**src/rtl/mesm6_defines.sv**
```systemverilog
// Shared MESM-6 ALU definitions: operation-code width and opcode values.
`ifndef MESM6_DEFINES_SV
`define MESM6_DEFINES_SV

`define ALU_OP_WIDTH          5

`define ALU_NOP               5'd0
`define ALU_AND               5'd1
`define ALU_OR                5'd2
`define ALU_XOR               5'd3
`define ALU_ADD_CARRY_AROUND  5'd4
`define ALU_YTA               5'd5
`define ALU_FADD              5'd6
`define ALU_FDIV              5'd7

`endif

```
**src/rtl/mesm6_alu_seq_pkg.sv**
```systemverilog
// Types and constants shared by the MESM-6 ALU issue sequencer and its watchdog.
// Opcode values come from the shared MESM-6 defines and are re-exported here
// as typed localparams.
`ifndef MESM6_DEFINES_SV
`include "mesm6_defines.sv"
`endif

package mesm6_alu_seq_pkg;

  localparam int OP_WIDTH   = `ALU_OP_WIDTH;
  localparam int WORD_WIDTH = 48;

  typedef logic [OP_WIDTH-1:0]   alu_op_t;
  typedef logic [WORD_WIDTH-1:0] word_t;

  localparam alu_op_t OP_NOP    = `ALU_NOP;
  localparam alu_op_t OP_AND    = `ALU_AND;
  localparam alu_op_t OP_OR     = `ALU_OR;
  localparam alu_op_t OP_XOR    = `ALU_XOR;
  localparam alu_op_t OP_ADD_CA = `ALU_ADD_CARRY_AROUND;
  localparam alu_op_t OP_YTA    = `ALU_YTA;
  localparam alu_op_t OP_FADD   = `ALU_FADD;
  localparam alu_op_t OP_FDIV   = `ALU_FDIV;

  // Y := A is only meaningful on a NOP; any other op drops the request.
  function automatic logic wy_effective(input alu_op_t op, input logic wy);
    return wy && (op == OP_NOP);
  endfunction

endpackage

```
**src/rtl/mesm6_alu_watchdog.sv**
```systemverilog
// Watchdog for the ALU issue sequencer: synchronous clear, count enable and a
// terminal-count flag raised at TIMEOUT_CYCLES-1. The count parks at the
// terminal value instead of wrapping.
module mesm6_alu_watchdog #(
  parameter int TIMEOUT_CYCLES = 255
) (
  input  logic clk,
  input  logic reset_n,
  input  logic clr,
  input  logic inc,
  output logic tc
);

  localparam int W = $clog2(TIMEOUT_CYCLES);
  localparam logic [W-1:0] LAST = W'(TIMEOUT_CYCLES - 1);

  logic [W-1:0] count;

  // Cycle counter: clear wins over increment, holds at the terminal value.
  always_ff @(posedge clk or negedge reset_n) begin
    if (!reset_n) begin
      count <= '0;
    end else if (clr) begin
      count <= '0;
    end else if (inc && !tc) begin
      count <= count + 1'b1;
    end
  end

  assign tc = (count == LAST);

endmodule

```
**src/rtl/mesm6_alu_seq.sv**
```systemverilog
// MESM-6 ALU issue sequencer. Accepts one request at a time, drives and holds
// the ALU inputs until done, enforces a NOP cycle between operations, returns
// the result over a valid/ready handshake and aborts hung operations.
// Optional statistics counters: define MESM6_ALU_SEQ_STATS_EN.
module mesm6_alu_seq
  import mesm6_alu_seq_pkg::*;
#(
  parameter int TIMEOUT_CYCLES = 255
`ifdef MESM6_ALU_SEQ_STATS_EN
  , parameter int CNT_WIDTH = 32
`endif
) (
  input  logic                  clk,
  input  logic                  reset_n,
  input  logic                  req_valid,
  output logic                  req_ready,
  input  logic [OP_WIDTH-1:0]   req_op,
  input  logic [WORD_WIDTH-1:0] req_a,
  input  logic [WORD_WIDTH-1:0] req_b,
  input  logic                  req_wy,
  input  logic                  req_log,
  input  logic                  req_norm,
  input  logic                  req_round,
  output logic [OP_WIDTH-1:0]   alu_op,
  output logic                  alu_wy,
  output logic                  alu_grp_log,
  output logic                  alu_do_norm,
  output logic                  alu_do_round,
  output logic [WORD_WIDTH-1:0] alu_a,
  output logic [WORD_WIDTH-1:0] alu_b,
  input  logic [WORD_WIDTH-1:0] alu_acc,
  input  logic                  alu_done,
  output logic                  rsp_valid,
  input  logic                  rsp_ready,
  output logic [WORD_WIDTH-1:0] rsp_acc,
  output logic                  rsp_err
`ifdef MESM6_ALU_SEQ_STATS_EN
  , output logic [CNT_WIDTH-1:0] stat_ops
  , output logic [CNT_WIDTH-1:0] stat_busy
  , output logic [CNT_WIDTH-1:0] stat_timeouts
`endif
);

  typedef enum logic [1:0] {IDLE, WY, ISSUE, RESP} state_t;

  state_t state;
  logic   req_fire;
  logic   rsp_fire;
  logic   wd_tc;
  logic   abort;

  assign req_fire = (state == IDLE) && req_valid && req_ready;
  assign rsp_fire = (state == RESP) && rsp_ready;
  // Done has priority over the watchdog when both land in the same cycle.
  assign abort    = (state == ISSUE) && !alu_done && wd_tc;

  mesm6_alu_watchdog #(
    .TIMEOUT_CYCLES(TIMEOUT_CYCLES)
  ) u_watchdog (
    .clk    (clk),
    .reset_n(reset_n),
    .clr    (req_fire),
    .inc    (state == ISSUE),
    .tc     (wd_tc)
  );

  // Sequencer FSM with all ALU-side and response-side outputs registered.
  // NOTE: sequential state uses non-blocking assignments so every register
  // in this block samples pre-edge values regardless of statement order.
  always_ff @(posedge clk or negedge reset_n) begin
    if (!reset_n) begin
      state        <= IDLE;
      req_ready    <= 1'b0;
      alu_op       <= OP_NOP;
      alu_wy       <= 1'b0;
      alu_grp_log  <= 1'b0;
      alu_do_norm  <= 1'b0;
      alu_do_round <= 1'b0;
      alu_a        <= '0;
      alu_b        <= '0;
      rsp_valid    <= 1'b0;
      rsp_acc      <= '0;
      rsp_err      <= 1'b0;
    end else begin
      unique case (state)
        IDLE: begin
          if (req_fire) begin
            alu_op       <= req_op;
            alu_wy       <= wy_effective(req_op, req_wy);
            alu_grp_log  <= req_log;
            alu_do_norm  <= req_norm;
            alu_do_round <= req_round;
            alu_a        <= req_a;
            alu_b        <= req_b;
            req_ready    <= 1'b0;
            state        <= (req_op == OP_NOP) ? WY : ISSUE;
          end else begin
            // Registered so the ALU always sees a NOP edge before the first op.
            req_ready <= !rsp_valid;
          end
        end
        WY: begin
          alu_wy    <= 1'b0;
          rsp_acc   <= alu_acc;
          rsp_err   <= 1'b0;
          rsp_valid <= 1'b1;
          state     <= RESP;
        end
        ISSUE: begin
          if (alu_done) begin
            rsp_acc   <= alu_acc;
            rsp_err   <= 1'b0;
            rsp_valid <= 1'b1;
            alu_op    <= OP_NOP;
            state     <= RESP;
          end else if (abort) begin
            rsp_acc   <= '0;
            rsp_err   <= 1'b1;
            rsp_valid <= 1'b1;
            alu_op    <= OP_NOP;
            state     <= RESP;
          end
        end
        RESP: begin
          if (rsp_ready) begin
            rsp_valid <= 1'b0;
            req_ready <= 1'b1;
            state     <= IDLE;
          end
        end
        default: state <= IDLE;
      endcase
    end
  end

`ifdef MESM6_ALU_SEQ_STATS_EN
  // Saturating statistics: completed handshakes, busy cycles, watchdog aborts.
  always_ff @(posedge clk or negedge reset_n) begin
    if (!reset_n) begin
      stat_ops      <= '0;
      stat_busy     <= '0;
      stat_timeouts <= '0;
    end else begin
      if (rsp_fire && (stat_ops != '1)) begin
        stat_ops <= stat_ops + 1'b1;
      end
      if (((state == ISSUE) || (state == WY)) && (stat_busy != '1)) begin
        stat_busy <= stat_busy + 1'b1;
      end
      if (abort && (stat_timeouts != '1)) begin
        stat_timeouts <= stat_timeouts + 1'b1;
      end
    end
  end
`else
  // Handshake term only feeds the statistics counters.
  logic unused_rsp_fire;
  assign unused_rsp_fire = rsp_fire;
`endif

endmodule

```
**config.mk**
```make
export PLATFORM = sky130hd
export DESIGN_NAME = mesm6_alu_seq
export DESIGN_NICKNAME = d
export VERILOG_FILES = /design/src/rtl/mesm6_alu_seq_pkg.sv /design/src/rtl/mesm6_alu_watchdog.sv /design/src/rtl/mesm6_alu_seq.sv
export VERILOG_INCLUDE_DIRS = /design/src /design/src/rtl
export SDC_FILE = /design/constraint.sdc
export NUM_CORES = 1
export LEC_CHECK = 0
export CAP_MARGIN = 20
export CELL_PAD_IN_SITES_DETAIL_PLACEMENT = 0
export CELL_PAD_IN_SITES_GLOBAL_PLACEMENT = 2
export CORE_MARGIN = 4
export CORE_UTILIZATION = 21
export CTS_CLUSTER_SIZE = 8
export DETAILED_ROUTE_END_ITERATION = 7
export PLACE_DENSITY = 0.83
export SYNTH_ARGS = -nofsm -noshare
export SYNTH_HDL_FRONTEND = slang
export SYNTH_SLANG_ARGS = --single-unit
```
**constraint.sdc**
```tcl
create_clock -name clk -period 1.7 [get_ports clk]
set_input_delay 0.34 -clock clk [delete_from_list [all_inputs] [get_ports clk]]
set_output_delay 0.34 -clock clk [all_outputs]
set_load 0.1 [all_outputs]
```
Word level (Yosys, flattened, before mapping)
Cells that the tools add are included.
{ "totals": {"regBits": 166, "out_inout_bits": 156, "elab_cells": 71, "inputBits": 158} }
{ "classes": {"n_reduce_logical": 24, "n_mux": 26, "addsub": 1, "n_eq_ne": 7} }
{ "ops": {"columns": ["cell", "count"], "rows": [
  ["48-bit two-way mux", 2],
  ["48-bit one-hot mux with 2 select lines", 1],
  ["8-bit two-way mux", 2],
  ["5-bit two-way mux", 3],
  ["2-bit two-way mux", 5],
  ["5-bit one-hot mux with 2 select lines", 1],
  ["2-bit nonzero test", 5],
  ["3-bit AND reduction", 3],
  ["8-bit by 1-bit adder with 8-bit output, second input constant", 1],
  ["8-bit == test, second input constant", 1],
  ["2-bit one-hot mux with 4 select lines", 1],
  ["2-bit AND reduction", 4],
  ["1-bit two-way mux", 7],
  ["1-bit logical AND", 6],
  ["1-bit one-hot mux with 2 select lines", 3],
  ["5-bit zero test", 1],
  ["2-bit == test, second input constant", 2],
  ["2-bit inequality test, second input constant", 2],
  ["1-bit zero test", 3],
  ["3-bit inequality test, second input constant", 1],
  ["1-bit one-hot mux with 3 select lines", 1],
  ["3-bit nonzero test", 1],
  ["2-bit by 1-bit == test with 1-bit output, second input constant", 1],
  ["2-bit zero test", 1]
]} }

Longest topological paths before layout
{ "depth": {"word_depth": 6, "depth_mapped": 8, "ltp_nobuf": 6} }

By module
A second synthesis with hierarchy kept.
{ "hier_totals": {"hier_cells": 640, "hier_area_um2": 6521.3} }
{ "modules_own_cells": {"columns": ["mod", "area_per_inst_um2", "cells_each", "seq_area_each_um2", "instances"], "rows": [
  ["mesm6_alu_seq", 6025.8, 587, 3953.8, 1],
  ["mesm6_alu_watchdog", 495.5, 53, 200.2, 1]
]} }

Worst setup path after synthesis
No wires, ideal clock.
{ "synth_timing": {"kind": "register to register", "start": "reg req_ready", "end": "reg alu_a[10]", "synth_period_minus_slack_ps": 1871, "setup_ps": 68, "t_required_ps": 1632, "n_path_buf": 3, "slack_ps": -171, "t_arrival_ps": 1803, "path_stages_with_launch": 7, "path_cell_list": "dfrtp_1 -> and3_1 -> clkbuf_1 -> buf_2 -> buf_2 -> nand2_1 -> nand2_1"} }
{ "synth_via": {"elab_chain_cells": 2} }
{ "synth_rtl": {"columns": ["element", "line_no", "source"], "rows": [
  ["from (decl)", "mesm6_alu_seq.sv:16", "output logic req_ready,"],
  ["from (signal assigned)", "mesm6_alu_seq.sv:99", "req_ready <= !rsp_valid;"],
  ["1-bit logical AND", "mesm6_alu_seq.sv:52", "assign req_fire = (state == IDLE) && req_valid && req_ready;"],
  ["2-bit AND reduction (no line)", null, null],
  ["to (signal assigned)", "mesm6_alu_seq.sv:93", "alu_a <= req_a;"],
  ["to (decl)", "mesm6_alu_seq.sv:29", "output logic [WORD_WIDTH-1:0] alu_a,"]
]} }
Every way passes these cells.
A chain may end at the register's enable or synchronous reset.

Worst setup path in the final report
{ "layout_timing": {"start": "reg u_watchdog.count[0]", "end": "reg rsp_acc[15]"} }
{ "layout_via": {"elab_chain_cells": 4} }
{ "layout_rtl": {"columns": ["element", "line_no", "source"], "rows": [
  ["from (decl)", "mesm6_alu_watchdog.sv:17", "logic [W-1:0] count;"],
  ["from (signal assigned)", "mesm6_alu_watchdog.sv:26", "count <= count + 1'b1;"],
  ["8-bit == test", "mesm6_alu_watchdog.sv:30", "assign tc = (count == LAST);"],
  ["1-bit logical AND", "mesm6_alu_seq.sv:55", "assign abort = (state == ISSUE) && !alu_done && wd_tc;"],
  ["3-bit inequality test (no line)", null, null],
  ["2-bit AND reduction (no line)", null, null],
  ["to (signal assigned)", "mesm6_alu_seq.sv:104", "rsp_acc <= alu_acc;"],
  ["to (signal assigned)", "mesm6_alu_seq.sv:111", "rsp_acc <= alu_acc;"],
  ["to (decl)", "mesm6_alu_seq.sv:35", "output logic [WORD_WIDTH-1:0] rsp_acc,"]
]} }
Every way passes these cells.

==> results_dict.tcl <==
set metrics [dict create \
    worstPathRequired_ns 2.01 \
    yosysWarnings 0 \
    synthMuxAreaShare 0.00484 \
    synth_xor_xnor_area_share 0.00542 \
    max_slew_margin 0.684 \
    finalWirelength_um 23200 \
    cts-buffers-inserted 17 \
    setup_violations 0 \
    fp.dieH_um 184 \
    drt-initial-drc-count 226 \
    hold_path_class "in -> async" \
    clockRootBuffer "clkbuf_16" \
    post_drt_wl_per_cell_um 16.7 \
    path_common_cell "o21ai_4" \
    tritoncts_clock_tree "built" \
    cp_data_arrival_time_ns 1.96 \
    synth_edf_count 0 \
    synth-main-ff-cell "dfrtp_1" \
    synth-simple-area-share 0.208 \
    die_area_um2 33700 \
    worstPathMaxFanout 12 \
    core_area_um2 30000 \
    synthesis.instances 641 \
    floorplan.die.width_um 184 \
    post_synthesis_instance_area_um2 6470 \
    maxcap_violations 0 \
    yosysSeqAreaShare 0.642 \
    postLayoutCellArea_um2 12700 \
    final.period_utilization 0.971 \
    gp_congestion 0.767 \
    run_status "complete, no violations" \
    final_cell_mix "nand2_1 (304), buf_12 (169), dfrtp_1 (164), clkdlybuf4s50_1 (156), a22o_1 (49)" \
    nets 1149 \
    drt_first_pass_iters 4 \
    fmax_ghz 0.606 \
    final_core_util 0.422 \
    worst_clock_skew_ns 0.0132 \
    clkSlewWorstSetupHoldPaths_ns 0.07 \
    first_global_vias 5904 \
    timing.final.hold_violations 0 \
    clk_path_buf_depth 2 \
    area_growth_syn_to_layout_pct 96.1 \
    overall_via_count_from_detail_route 5810 \
    critical_path.top_delay_family "compound AO/OA/AOI/OAI gates" \
    start_util 0.215 \
    drive_gt1_frac 0.251 \
    io_buffers 313 \
    worst_hold_slack_ns 0.430 \
    worst_r2r_endpoint "rsp_acc[15]" \
    shortest_clock_period_the_worst_path_allows_after_layout_ns 1.65 \
    grt_pass1_wl_um 34500 \
    place.detailed.hpwl_um 16800 \
    synth_fp_nets 805 \
    netlist-cell-type-count 33 \
    synth_compound_area_frac 0.0981 \
    synth_adder_area_share 0.0116 \
    cp_num_buf_inv 3 \
    remaining_drc_errors 0 \
    vias_per_cell 4.19 \
    ys_ff_latch 166 \
    synthesis.area_per_instance_um2 10.1 \
    htreeDepth 4 \
    cp_cell_sequence "inv_2 -> ha_4 -> nand3_4 -> o21ai_4 -> o21ai_4 -> buf_4 -> buf_8 -> a22o_1" \
    layout.cells.most_common "nand2_1" \
    antenna_found_initial 0 \
    placed_area_um2 12000 \
    drtAntennaViolNets 0 \
    startpoint_type "register" \
    boundaryPins 314 \
    r2r_setup_slk_ns 0.05 \
    r2r-start "u_watchdog.count[0]" \
    slew_violations 0 \
    grt_remaining_overflow 0 \
    numClockSinks 166 \
    max_stage_delay_ns 0.40 \
    antenna_diode_count 0 \
    timing_worst_setup_path_type "reg -> reg" \
    asyncSetResetFlopFracSynth 1.00 \
    reg2regPathDepth 8 \
    all_layer_gr_usage 0.132 \
    grt_max_degree 42 \
    cpMaxStageDelayCell "dfrtp_1" \
    fp-row-count 63 \
    worst_slew_pin_slew_ns 0.474 \
    clock_insertion_delay_worst_skew_ns 0.43 \
    critical_path.endpoint_type "register" \
    synth_top_family_by_area "simple AND/OR/NAND/NOR gates" \
]
routing by layer:
| metal | share of wire | global-route usage | vias to the layer above |
|---|---|---|---|
| met5 | 0 | 0 | - |
| met4 | 0.016 | 0.0381 | 0 |
| met3 | 0.069 | 0.0412 | 21 |
| met2 | 0.51 | 0.228 | 188 |
| met1 | 0.41 | 0.157 | 2822 |
| li1 | - | - | 2779 |
flip-flops by register name (all words and copies together) (netlist names):
| signal | flops |
|---|---|
| alu_wy | 1 |
| alu_op | 5 |
| alu_b | 48 |
| req_ready | 1 |
| rsp_acc | 48 |
| alu_do_round | 1 |
| alu_do_norm | 1 |
| alu_grp_log | 1 |
| alu_a | 48 |
| u_watchdog.count | 8 |
| rsp_err | 1 |
| state | 2 |
| rsp_valid | 1 |
layout make-up:
cell class / instances / area, µm²
Clock buffer: 20 / 447
Clock inverter: 12 / 95.1
Fill cell: 2844 / 17300
Inverter: 4 / 15.0
Multi-Input combinational cell: 435 / 2200
Sequential cell: 166 / 4160
Tap cell: 390 / 488
Timing Repair Buffer: 361 / 5280
synth_stat cells (all sizes together), types with 2 or more instances:
cell type    n  area (µm²)
a21oi       16        80.1
and3         2        12.5
inv          4        15.0
a31oi        2        12.5
buf         19         114
nand4        4        31.3
o21ai        6        37.5
mux2i        2        20.0
nor2b        7        43.8
clkbuf      17        63.8
o2bb2ai      5        43.8
or3          2        12.5
ha           6        75.1
dfrtp      166        4150
xnor2        4        35.0
nand3        5        25.0
a22o        49         429
nor2        11        41.3
nand2      304        1140
stage by stage:
| stage | setup TNS, ns | cells | setup WS (ns) |
|---|---|---|---|
| after floorplan | 0 | 641 | 0.0817 |
| after global placement | -0.645 | 1347 | -0.253 |
| after detailed placement | -0.916 | 1347 | -0.272 |
| after CTS | 0 | 1380 | 0.000151 |
| after global routing | -0.00739 | 1388 | -0.00541 |
| final | 0 | 1388 | 0.0497 |
logic make-up (layout without fill, tap and decap cells):
family | Yosys count | in the layout
buf+inv | 40 | 397
xor+xnor | 4 | 4
flops | 166 | 166
simple gates | 340 | 340
fa+ha+maj | 6 | 6
compound gates | 82 | 82
mux | 3 | 3
worst max-delay path by stage:
stage / from / to / slack (ns) / cells after the start
3_3_place_gp: req_op[0] / alu_wy / -0.25 / 6
3_5_place_dp: req_op[1] / alu_wy / -0.27 / 6
2_1_floorplan: u_watchdog.count[0] / rsp_acc[27] / 0.08 / 8
6_report: u_watchdog.count[0] / rsp_acc[15] / 0.05 / 8
5_1_grt: state[1] / alu_op[1] / -0.005 / 6
4_1_cts: state[0] / alu_op[1] / 0.0002 / 6
what timing repair did:
item                                   CTS  global route
gates cloned                             0             5
hold buffers                             1             0
endpoints found under the hold margin   32             0
setup endpoints to repair               48            62
gates resized for setup                  3            12
pin swaps                                1             2
buffers inserted                         0             3
Power of run 1 is left out: the tool's default activity adds up to more than one toggle a clock period on the data nets, which glitch-free logic cannot reach.
